**src/rtl/dmem_pkg.sv**
```systemverilog
// Shared types for the DataMemory access controller: access sizes,
// controller state encoding and the size-to-byte-count helper.
package dmem_pkg;

    typedef enum logic [1:0] {
        SIZE_BYTE   = 2'b00,
        SIZE_WORD   = 2'b01,
        SIZE_DOUBLE = 2'b10,
        SIZE_RSVD   = 2'b11
    } size_e;

    typedef enum logic [1:0] {
        IDLE   = 2'd0,
        ACCESS = 2'd1,
        RESP   = 2'd2
    } state_e;

    // Number of bytes touched by an access; reserved size touches nothing.
    function automatic logic [3:0] size_bytes(input size_e s);
        case (s)
            SIZE_BYTE:   size_bytes = 4'd1;
            SIZE_WORD:   size_bytes = 4'd4;
            SIZE_DOUBLE: size_bytes = 4'd8;
            default:     size_bytes = 4'd0;
        endcase
    endfunction

endpackage

```
**src/rtl/dmem_access_ctrl_rr_arbiter.sv**
```systemverilog
// Round-robin arbiter: one-hot grant among pending requests, searching from
// the requester after the last one granted. The pointer moves only on advance.
module rr_arbiter #(
    parameter int NREQ = 2
) (
    input  logic            clk_i,
    input  logic            rst_i,
    input  logic [NREQ-1:0] req_i,
    input  logic            advance_i,
    output logic [NREQ-1:0] grant_o
);

    localparam int PW = (NREQ > 1) ? $clog2(NREQ) : 1;

    logic [PW-1:0] ptr_q, ptr_d;
    logic          found;
    int unsigned   idx;

    // Pick the first pending request at or after the pointer, wrapping once.
    always_comb begin
        grant_o = '0;
        ptr_d   = ptr_q;
        found   = 1'b0;
        idx     = 0;
        for (int unsigned i = 0; i < NREQ; i++) begin
            idx = 32'(ptr_q) + i;
            if (idx >= NREQ) begin
                idx = idx - NREQ;
            end
            for (int unsigned j = 0; j < NREQ; j++) begin
                if (!found && (j == idx) && req_i[j]) begin
                    grant_o[j] = 1'b1;
                    found      = 1'b1;
                    ptr_d      = (j + 1 == NREQ) ? '0 : PW'(j + 1);
                end
            end
        end
    end

    // Search start pointer, updated only when a grant is actually taken.
    always_ff @(posedge clk_i or posedge rst_i) begin
        if (rst_i) begin
            ptr_q <= '0;
        end else if (advance_i) begin
            ptr_q <= ptr_d;
        end
    end

endmodule

```
**src/rtl/dmem_access_ctrl.sv**
```systemverilog
// Sequencing controller in front of the combinational big-endian DataMemory.
// Arbitrates NREQ requesters, runs one access at a time through
// IDLE -> ACCESS -> RESP, and pulses the memory write enables for exactly
// the single ACCESS cycle of a legal store.
module dmem_access_ctrl
    import dmem_pkg::*;
#(
    parameter int NREQ         = 2,
    parameter int MEM_BYTES    = 1024,
    parameter bit STRICT_ALIGN = 1'b0
) (
    input  logic                 clk,
    input  logic                 rst,
    input  logic [NREQ-1:0]      req_valid,
    output logic [NREQ-1:0]      req_ready,
    input  logic [NREQ-1:0]      req_we,
    input  logic [2*NREQ-1:0]    req_size,
    input  logic [32*NREQ-1:0]   req_addr,
    input  logic [32*NREQ-1:0]   req_wdata,
    input  logic [32*NREQ-1:0]   req_wdata2,
    output logic [NREQ-1:0]      rsp_valid,
    input  logic [NREQ-1:0]      rsp_ready,
    output logic [31:0]          rsp_rdata,
    output logic [31:0]          rsp_rdata2,
    output logic                 rsp_err,
    output logic [31:0]          mem_address,
    output logic [31:0]          mem_in1,
    output logic [31:0]          mem_in2,
    output logic                 mem_byte,
    output logic                 mem_write,
    output logic                 mem_dwrite,
    input  logic [31:0]          mem_out1,
    input  logic [31:0]          mem_out2
);

    state_e          state_q;
    logic [NREQ-1:0] gnt, gnt_q;
    logic            adv;

    size_e           size_sel;
    logic            we_sel;
    logic [31:0]     addr_sel, wd_sel, wd2_sel;
    logic [32:0]     end_sel;
    logic            misalign, legal_sel;

    logic [31:0]     addr_q, in1_q, in2_q;
    logic            byte_q, dbl_q, legal_q;
    logic            mem_write_q, mem_dwrite_q;
    logic [NREQ-1:0] rsp_valid_q;
    logic [31:0]     rdata_q, rdata2_q;
    logic            err_q;

    assign adv = (state_q == IDLE) && (|req_valid);

    rr_arbiter #(.NREQ(NREQ)) u_arb (
        .clk_i     (clk),
        .rst_i     (rst),
        .req_i     (req_valid),
        .advance_i (adv),
        .grant_o   (gnt)
    );

    // Route the granted requester's fields to the latch inputs.
    always_comb begin
        size_sel = SIZE_BYTE;
        we_sel   = 1'b0;
        addr_sel = '0;
        wd_sel   = '0;
        wd2_sel  = '0;
        for (int unsigned j = 0; j < NREQ; j++) begin
            if (gnt[j]) begin
                size_sel = size_e'(req_size[2*j +: 2]);
                we_sel   = req_we[j];
                addr_sel = req_addr[32*j +: 32];
                wd_sel   = req_wdata[32*j +: 32];
                wd2_sel  = req_wdata2[32*j +: 32];
            end
        end
    end

    // Legality of the granted request; end address is 33 bits so it cannot wrap.
    always_comb begin
        end_sel  = {1'b0, addr_sel} + {29'b0, size_bytes(size_sel)};
        misalign = STRICT_ALIGN &&
                   (((size_sel == SIZE_WORD)   && (addr_sel[1:0] != 2'b00)) ||
                    ((size_sel == SIZE_DOUBLE) && (addr_sel[2:0] != 3'b000)));
        legal_sel = (size_sel != SIZE_RSVD) && (end_sel <= 33'(MEM_BYTES)) && !misalign;
    end

    // Controller FSM with registered memory-side and response-side outputs.
    always_ff @(posedge clk or posedge rst) begin
        if (rst) begin
            state_q      <= IDLE;
            gnt_q        <= '0;
            addr_q       <= '0;
            in1_q        <= '0;
            in2_q        <= '0;
            byte_q       <= 1'b0;
            dbl_q        <= 1'b0;
            legal_q      <= 1'b0;
            mem_write_q  <= 1'b0;
            mem_dwrite_q <= 1'b0;
            rsp_valid_q  <= '0;
            rdata_q      <= '0;
            rdata2_q     <= '0;
            err_q        <= 1'b0;
        end else begin
            case (state_q)
                IDLE: begin
                    if (adv) begin
                        gnt_q        <= gnt;
                        addr_q       <= addr_sel;
                        in1_q        <= wd_sel;
                        in2_q        <= wd2_sel;
                        byte_q       <= (size_sel == SIZE_BYTE);
                        dbl_q        <= (size_sel == SIZE_DOUBLE);
                        legal_q      <= legal_sel;
                        mem_write_q  <= we_sel && legal_sel;
                        mem_dwrite_q <= we_sel && legal_sel && (size_sel == SIZE_DOUBLE);
                        state_q      <= ACCESS;
                    end
                end
                ACCESS: begin
                    mem_write_q  <= 1'b0;
                    mem_dwrite_q <= 1'b0;
                    if (!legal_q) begin
                        rdata_q <= '0;
                    end else if (byte_q) begin
                        rdata_q <= {24'b0, mem_out1[7:0]};
                    end else begin
                        rdata_q <= mem_out1;
                    end
                    rdata2_q    <= (legal_q && dbl_q) ? mem_out2 : '0;
                    err_q       <= !legal_q;
                    rsp_valid_q <= gnt_q;
                    state_q     <= RESP;
                end
                RESP: begin
                    if ((rsp_ready & gnt_q) != '0) begin
                        rsp_valid_q <= '0;
                        state_q     <= IDLE;
                    end
                end
                default: begin
                    state_q <= IDLE;
                end
            endcase
        end
    end

    assign req_ready   = (state_q == IDLE) ? gnt : '0;
    assign rsp_valid   = rsp_valid_q;
    assign rsp_rdata   = rdata_q;
    assign rsp_rdata2  = rdata2_q;
    assign rsp_err     = err_q;
    assign mem_address = addr_q;
    assign mem_in1     = in1_q;
    assign mem_in2     = in2_q;
    assign mem_byte    = byte_q;
    assign mem_write   = mem_write_q;
    assign mem_dwrite  = mem_dwrite_q;

endmodule

```
**config.mk**
```make
export PLATFORM = sky130hd
export DESIGN_NAME = dmem_access_ctrl
export DESIGN_NICKNAME = d
export VERILOG_FILES = /design/src/rtl/dmem_pkg.sv /design/src/rtl/dmem_access_ctrl_rr_arbiter.sv /design/src/rtl/dmem_access_ctrl.sv
export SDC_FILE = /design/constraint.sdc
export NUM_CORES = 1
export LEC_CHECK = 0
export CAP_MARGIN = 0
export CORE_AREA = 2 2 171 173
export DETAILED_ROUTE_END_ITERATION = 8
export DIE_AREA = 0 0 173 175
export GPL_TIMING_DRIVEN = 0
export HOLD_SLACK_MARGIN = 0.02
export SLEW_MARGIN = 20
export SYNTH_ARGS = -nofsm -noshare
export SYNTH_HDL_FRONTEND = slang
export SYNTH_SLANG_ARGS = --single-unit
```
**constraint.sdc**
```tcl
create_clock -name clk -period 7.7 [get_ports clk]
set_clock_uncertainty 0.15 [all_clocks]
set_input_delay 0.77 -clock clk [delete_from_list [all_inputs] [get_ports clk]]
set_output_delay 0.77 -clock clk [all_outputs]
set_load 0.02 [all_outputs]
```
== After elaboration in Yosys (flattened, before gate mapping) ==
Index checks and enable logic that the tools add are counted.

* Flip-flop bits (word level): 173
* Input bits: 268
* Output and inout bits: 168
* Word-level logic and storage cells: 97

* $add $sub $neg: 4
* Magnitude comparators: 3
* Eq/ne operators: 9
* Muxes and demuxes: 35
* Bitwise logic cells: 1
* Reduce and logical (&&, ||, !) cells: 30

{| class="wikitable"
|+ Operator list
! operator !! count
|-
| 32-bit 2-to-1 mux || 11
|-
| 1-bit by 32-bit == test with 1-bit output (first input constant) || 2
|-
| 32-bit zero test || 2
|-
| 32-bit by 4-bit adder with 33-bit output || 1
|-
| 33-bit by 11-bit <= comparator with 1-bit output (second input constant) || 1
|-
| 32-bit by 2-bit >= comparator with 1-bit output (second input constant) || 1
|-
| 32-bit by 2-bit subtractor with 32-bit output (second input constant) || 1
|-
| 1-bit 2-to-1 mux || 14
|-
| 1-bit logical AND || 12
|-
| 4-bit one-hot mux with 3 select lines || 1
|-
| 2-bit 2-to-1 mux || 5
|-
| 2-bit AND reduction || 5
|-
| 2-bit != test (second input constant) || 3
|-
| 2-bit one-hot mux with 3 select lines || 1
|-
| 2-bit nonzero test || 3
|-
| 2-bit by 1-bit == test with 1-bit output (second input constant) || 2
|-
| 2-bit == test (second input constant) || 2
|-
| 1-bit zero test || 4
|-
| 2-bit zero test || 2
|-
| 1-bit one-hot mux with 2 select lines || 2
|-
| 2-bit one-hot mux with 2 select lines || 1
|-
| 4-bit nonzero test || 1
|-
| 1-bit by 2-bit subtractor with 3-bit output (second input constant) || 1
|-
| 1-bit by 1-bit adder with 2-bit output (second input constant) || 1
|-
| 3 further kinds || 3
|}

== Depth between registers and ports, before layout ==
* Depth in word-level cells: 27
* Depth in mapped cells: 17
* Gate-level depth less buffers: 13

== Modules after synthesis ==
A second synthesis with hierarchy kept.

* Cell total of the unflattened synthesis: 834
* Area total of the unflattened synthesis: 8260.4 um^2

{| class="wikitable"
|+ By module, submodules not included
! module !! instances !! cells an instance !! area each (um^2) !! seq. area each (um^2)
|-
| dmem_access_ctrl || 1 || 827 || 8201.6 || 4304.1
|-
| rr_arbiter || 1 || 7 || 58.8 || 25.0
|}

== Least setup slack after synthesis ==
No wires, ideal clock.

* Path type: input to register
* Start: input req_valid[0]
* End: register mem_dwrite_q, in the netlist mem_dwrite
* Library setup time: 0.095 ns
* Arrival: 4.011 ns
* Data required time: 7.455 ns
* Slack: 3.443 ns
* Cell stages on the path: 16
* Path buffers: 4
* Cell sequence: a21boi_2 buf_6 buf_4 buf_6 clkbuf_1 a22o_1 ha_1 ha_1 a21o_1 a21oi_1 nand3b_4 or4_1 a2111oi_0 nor4b_2 nand3_1 o31ai_1

* Elaborated cells on any way between the ends: 38
* Those cells by class: add/sub: 1; order compare: 1; eq/ne: 4; mux: 15; reduce/logical: 17

{| class="wikitable"
|+ RTL lines
! item !! RTL line !! text
|-
| start, declared || dmem_access_ctrl.sv:14 || <nowiki>input logic [NREQ-1:0] req_valid,</nowiki>
|-
| 1-bit logical AND || dmem_access_ctrl_rr_arbiter.sv:31 || <nowiki>if (!found && (j == idx) && req_i[j]) begin</nowiki>
|-
| 1-bit 2-to-1 mux || dmem_access_ctrl_rr_arbiter.sv:31 ||
|-
| 1-bit zero test || dmem_access_ctrl_rr_arbiter.sv:31 ||
|-
| 1-bit logical AND (2 in series) || dmem_access_ctrl_rr_arbiter.sv:31 ||
|-
| 1-bit 2-to-1 mux || dmem_access_ctrl_rr_arbiter.sv:31 ||
|-
| 1-bit zero test || dmem_access_ctrl_rr_arbiter.sv:31 ||
|-
| 1-bit logical AND (2 in series) || dmem_access_ctrl_rr_arbiter.sv:31 ||
|-
| 1-bit 2-to-1 mux || dmem_access_ctrl_rr_arbiter.sv:31 ||
|-
| [... 4 more ...] || n/a ||
|-
| 32-bit 2-to-1 mux (*) || dmem_access_ctrl.sv:71 || <nowiki>if (gnt[j]) begin</nowiki>
|-
| named net addr_sel[0] || dmem_access_ctrl.sv:42 || <nowiki>logic [31:0] addr_sel, wd_sel, wd2_sel;</nowiki>
|-
| 32-bit by 4-bit adder with 33-bit output (*) || dmem_access_ctrl.sv:83 || <nowiki>end_sel = {1'b0, addr_sel} + {29'b0, size_bytes(size_sel)};</nowiki>
|-
| 33-bit by 11-bit <= comparator with 1-bit output (*) || dmem_access_ctrl.sv:87 || <nowiki>legal_sel = (size_sel != SIZE_RSVD) && (end_sel <= 33'(MEM_BYTES)) && !misalign;</nowiki>
|-
| 1-bit logical AND (*) || dmem_access_ctrl.sv:87 ||
|-
| 1-bit logical AND (*) (2 in series) || dmem_access_ctrl.sv:119 || <nowiki>mem_dwrite_q <= we_sel && legal_sel && (size_sel == SIZE_DOUBLE);</nowiki>
|-
| 1-bit 2-to-1 mux (*) || dmem_access_ctrl.sv:110 || <nowiki>if (adv) begin</nowiki>
|-
| 1-bit one-hot mux with 2 select lines (*) || dmem_access_ctrl.sv:108 || <nowiki>case (state_q)</nowiki>
|-
| end signal, assigned || dmem_access_ctrl.sv:119 ||
|-
| end, declared || dmem_access_ctrl.sv:48 || <nowiki>logic mem_write_q, mem_dwrite_q;</nowiki>
|}

Mark *: on every way through the listed nets, which the timed path passes. The rest lies on a longest branch. The select of a mux whose other input is x is not followed.
A chain may end at the register's enable or synchronous reset.

== Worst setup path after layout ==
* Start: input req_valid[0]
* End: register mem_dwrite_q, in the netlist mem_dwrite

* Cells in the longest elaborated chain, start to end: 24
* Elaborated cells on any way between the ends: 38
* Those cells by class: add/sub: 1; order compare: 1; eq/ne: 4; mux: 15; reduce/logical: 17

{| class="wikitable"
|+ RTL lines
! item !! RTL line !! text
|-
| 1-bit logical AND || dmem_access_ctrl_rr_arbiter.sv:31 ||
|-
| 1-bit 2-to-1 mux || dmem_access_ctrl_rr_arbiter.sv:31 ||
|-
| 1-bit zero test || dmem_access_ctrl_rr_arbiter.sv:31 ||
|-
| 1-bit logical AND (2 in series) || dmem_access_ctrl_rr_arbiter.sv:31 ||
|-
| 1-bit 2-to-1 mux || dmem_access_ctrl_rr_arbiter.sv:31 ||
|-
| 1-bit zero test || dmem_access_ctrl_rr_arbiter.sv:31 ||
|-
| 1-bit logical AND (2 in series) || dmem_access_ctrl_rr_arbiter.sv:31 ||
|-
| 1-bit 2-to-1 mux || dmem_access_ctrl_rr_arbiter.sv:31 ||
|-
| [... 5 more ...] || n/a ||
|-
| 2-bit == test (tied with other cells) || dmem_pkg.sv:20, dmem_access_ctrl.sv:119 ||
|-
| 4-bit one-hot mux with 3 select lines || dmem_pkg.sv:20 || <nowiki>case (s)</nowiki>
|-
| 32-bit by 4-bit adder with 33-bit output || dmem_access_ctrl.sv:83 ||
|-
| 33-bit by 11-bit <= comparator with 1-bit output || dmem_access_ctrl.sv:87 ||
|-
| 1-bit logical AND || dmem_access_ctrl.sv:87 ||
|-
| 1-bit logical AND (2 in series) || dmem_access_ctrl.sv:119 ||
|-
| 1-bit 2-to-1 mux || dmem_access_ctrl.sv:110 ||
|-
| 1-bit one-hot mux with 2 select lines || dmem_access_ctrl.sv:108 ||
|}

Several ways; a longest one is shown, not always the timed one. The select of a mux whose other input is x is not followed.

==> results_dict.tcl <==
set metrics [dict create \
    powerDensity_mw_per_mm2 156 \
    internal-power_mw 1.53 \
    min_path_cells 2 \
    io_buffers 435 \
    timing.fmax_mhz 185 \
    dieHeight_um 175 \
    worstPathArrival_ns 5.58 \
    hp-class "reg -> reg" \
    fin_crit_ns 5.40 \
    drive_above_1_share 0.0509 \
    diodes 0 \
    syn2layout_area_growth_pct 71.3 \
    critical_path_depth 18 \
    hold_buffers 0 \
    p_leak_nw 6.00 \
    cts_resized 0 \
    rsz0062_at_grt "no" \
    synth_xor_area_frac 0.0136 \
    cts_buffers 17 \
    dp_hpwl_um 25000 \
    cp_max_fo 10 \
    vias 7771 \
    multi_input_area_mm2 0.00289 \
    synth_area_mm2 0.00771 \
    synthArstFlopShare 1.00 \
    fin_nets 1419 \
    cts_htree_levels 4 \
    tightest_slew_ns 1.06 \
    netlist_top_cells_area "dfrtp_1 56%, a222oi_1 8.0%, a22o_1 6.8%" \
    clockBufferDepth 2 \
    status "completed" \
    clock-sinks 173 \
    critPathKind "in -> reg" \
    yosys.area_share.adder 0.00649 \
    dr.pass1.iters 8 \
    drc 0 \
    grt_pass1_vias 7789 \
    syn_avg_cell_area_um2 11.1 \
    critPathCaptureType "flip-flop" \
    clockPowerShare 0.446 \
    switching_share 0.257 \
    grt_max_degree 95 \
    placementRows 62 \
    cp-start-kind "input pin" \
    fp.dieW_um 173 \
    yosysMostFrequentCell "dfrtp_1" \
    cp_cell_sequence "clkdlybuf4s50_1 -> a21boi_2 -> buf_6 -> buf_4 -> buf_6 -> clkbuf_1 -> o21ai_0 -> o21a_1 -> ha_1 -> ha_1 -> a21o_1 -> a21oi_1 -> nand3b_4 -> o211ai_1 -> a2111oi_0 -> nor4b_2 -> nand3_1 -> o31ai_1" \
    grt_pass1_wl_um 48700 \
    io_pins 436 \
    crit_required_ns 7.88 \
    max-cap-violations 0 \
    wl_per_cell_um 21.0 \
    syn_nets 964 \
    final_cells 1544 \
    cts_setup_buffers 0 \
    core_area_mm2 0.0284 \
    p_switching_uw 530 \
    dp_cells 1512 \
    yosys.area.top_type_share 0.561 \
    synth.distinct_cells 57 \
    finalHoldViolations 0 \
    clock_latency_ns 0.43 \
    clk_pin_slew_ns 0.08 \
    root_buffer "clkbuf_16" \
    reg2regPathDepth 17 \
    ys_ff_latch 173 \
    ir_drop_mv 0.110 \
    synth.yosys.seq_area_share 0.561 \
    viasPerCell 5.03 \
    yosysTopAreaCell "dfrtp_1" \
    worst-path-buf-inv 5 \
    yosys.area_share.simple 0.0957 \
    ant_nets 0 \
    yosysWarnings 0 \
    ff_latch_area_mm2 0.00433 \
    synth-edff-count 0 \
    grt_usage 0.209 \
    cpPeakStageDelay_ns 0.49 \
    post_synth_mux_area_share 0.0110 \
    tritoncts "yes" \
    period_share 0.701 \
    comb_power_share 0.114 \
    gr-total-overflow 0 \
    synth_top_family_by_area "compound AO/OA/AOI/OAI gates" \
    die-area_mm2 0.0303 \
    drv_slew 0 \
    start_util 0.272 \
    max_slew_margin 0.294 \
    critPathSlowestCell "clkdlybuf4s50_1" \
    p_seq_frac 0.440 \
    synthTopCellsByCount "173 x dfrtp_1, 68 x nand2_1, 65 x inv_1" \
    cpLargestDelayFamily "compound AO/OA/AOI/OAI gates" \
    setup_violations 0 \
    setup-tns-final_ns 0 \
    wirelength_um 32400 \
    synth_compound_area_frac 0.248 \
    fillers 2700 \
    synth_ff_type "dfrtp_1" \
    netlist_instances 692 \
    drt-initial-drc-count 573 \
    routabilityCongestion 0.839 \
    antenna_found_initial 1 \
]
==> layout make-up <==
type,instances,area share
Buffer,56,0.0187
Tap cell,384,0.0364
Sequential cell,173,0.328
Multi-Input combinational cell,398,0.219
Clock inverter,14,0.0145
Clock buffer,18,0.0332
Timing Repair Buffer,436,0.332
Inverter,65,0.0190
==> cells by family (layout without fill, tap and decap cells) <==
family,Yosys count,after routing
xor gates and xnor gates,12,12
DFF,173,173
adders and majority gates,4,4
muxes,8,8
buffers and inverters,121,589
AOI/OAI and AO/OA,231,231
and+or+nand+nor,143,143
==> placed cells by master (no fill, tap or decap), types with 5 or more instances in the layout <==
master           netlist  final
clkbuf_1              38     38
clkdlybuf4s50_1        0    435
xnor2_1                8      8
inv_8                  0      5
inv_1                 65     64
nor4_1                 6      6
dfrtp_1              173    173
nand3_1               10     10
a222oi_1              62     62
o31ai_1                5      5
clkbuf_16              0     17
a32oi_1               21     21
buf_1                  9      9
o21ai_0               41     41
clkinv_8               0      5
nor2_1                18     18
nor3_1                11     11
a21oi_1                6      6
a22o_1                60     60
a22oi_1                5      5
nand2_1               68     68
==> flip-flops by register name, summed over array words and instances (netlist names) <==
| signal | count |
|---|---|
| mem_address | 32 |
| mem_in1 | 32 |
| mem_in2 | 32 |
| rsp_rdata2 | 32 |
| rsp_rdata | 32 |
| gnt_q | 2 |
| rsp_valid | 2 |
| state_q | 2 |
| dbl_q | 1 |
| legal_q | 1 |
| mem_byte | 1 |
| mem_dwrite | 1 |
| mem_write | 1 |
| rsp_err | 1 |
| u_arb.ptr_q | 1 |
==> worst min-delay path, delay by kind of cell, from the launching register on <==
kind            cells  cell delay, ns
flops               1            0.35
compound gates      1            0.06
simple gates        1            0.04
==> per-layer routing <==
layer | GRT usage | vias to the layer above | wire length (µm)
met2 | 0.342 | 344 | 15500
li1 | - | 3557 | -
met5 | 0 | - | 13
met4 | 0.0710 | 2 | 764
met1 | 0.270 | 3826 | 13900
met3 | 0.0529 | 42 | 2180
==> path summary, 6_finish.rpt <==
path	from	endpoint	slack (ns)
max in group asynchronous	rst	mem_address[5]$_DFFE_PP0P_	5.87
worst max register to register	u_arb.ptr_q$_DFFE_PP0P_	mem_dwrite$_DFFE_PP0P_	2.72
worst max-delay path	req_valid[0]	mem_dwrite$_DFFE_PP0P_	2.30
worst min register to register	rsp_rdata[0]$_DFFE_PP0P_	rsp_rdata[0]$_DFFE_PP0P_	0.33
worst min-delay path	rsp_rdata[0]$_DFFE_PP0P_	rsp_rdata[0]$_DFFE_PP0P_	0.33
min in group asynchronous	rst	mem_in1[14]$_DFFE_PP0P_	0.66
==> metrics by stage <==
stage	cell area, µm²	setup WS, ns	hold slack, ns	util	power, mW
floorplan	7710	2.09	0.289	-	0.994
global placement	12500	-0.689	0.312	0.442	1.16
detailed placement	12600	1.99	0.321	0.443	1.16
CTS	13200	2.21	0.340	0.465	2.10
global route	13200	2.06	0.351	0.465	2.14
finish	13200	2.30	0.332	0.465	2.06
==> power by group through the flow <==
stage	Clock, mW	Combinational, mW	Sequential (mW)
final	0.921	0.236	0.908
after CTS	0.952	0.237	0.908
after global placement	0	0.232	0.926
after floorplan	0	0.0684	0.926
after global routing	0.984	0.253	0.908
after detailed placement	0	0.236	0.926
No activity file was read; power rests on OpenSTA's default activity.
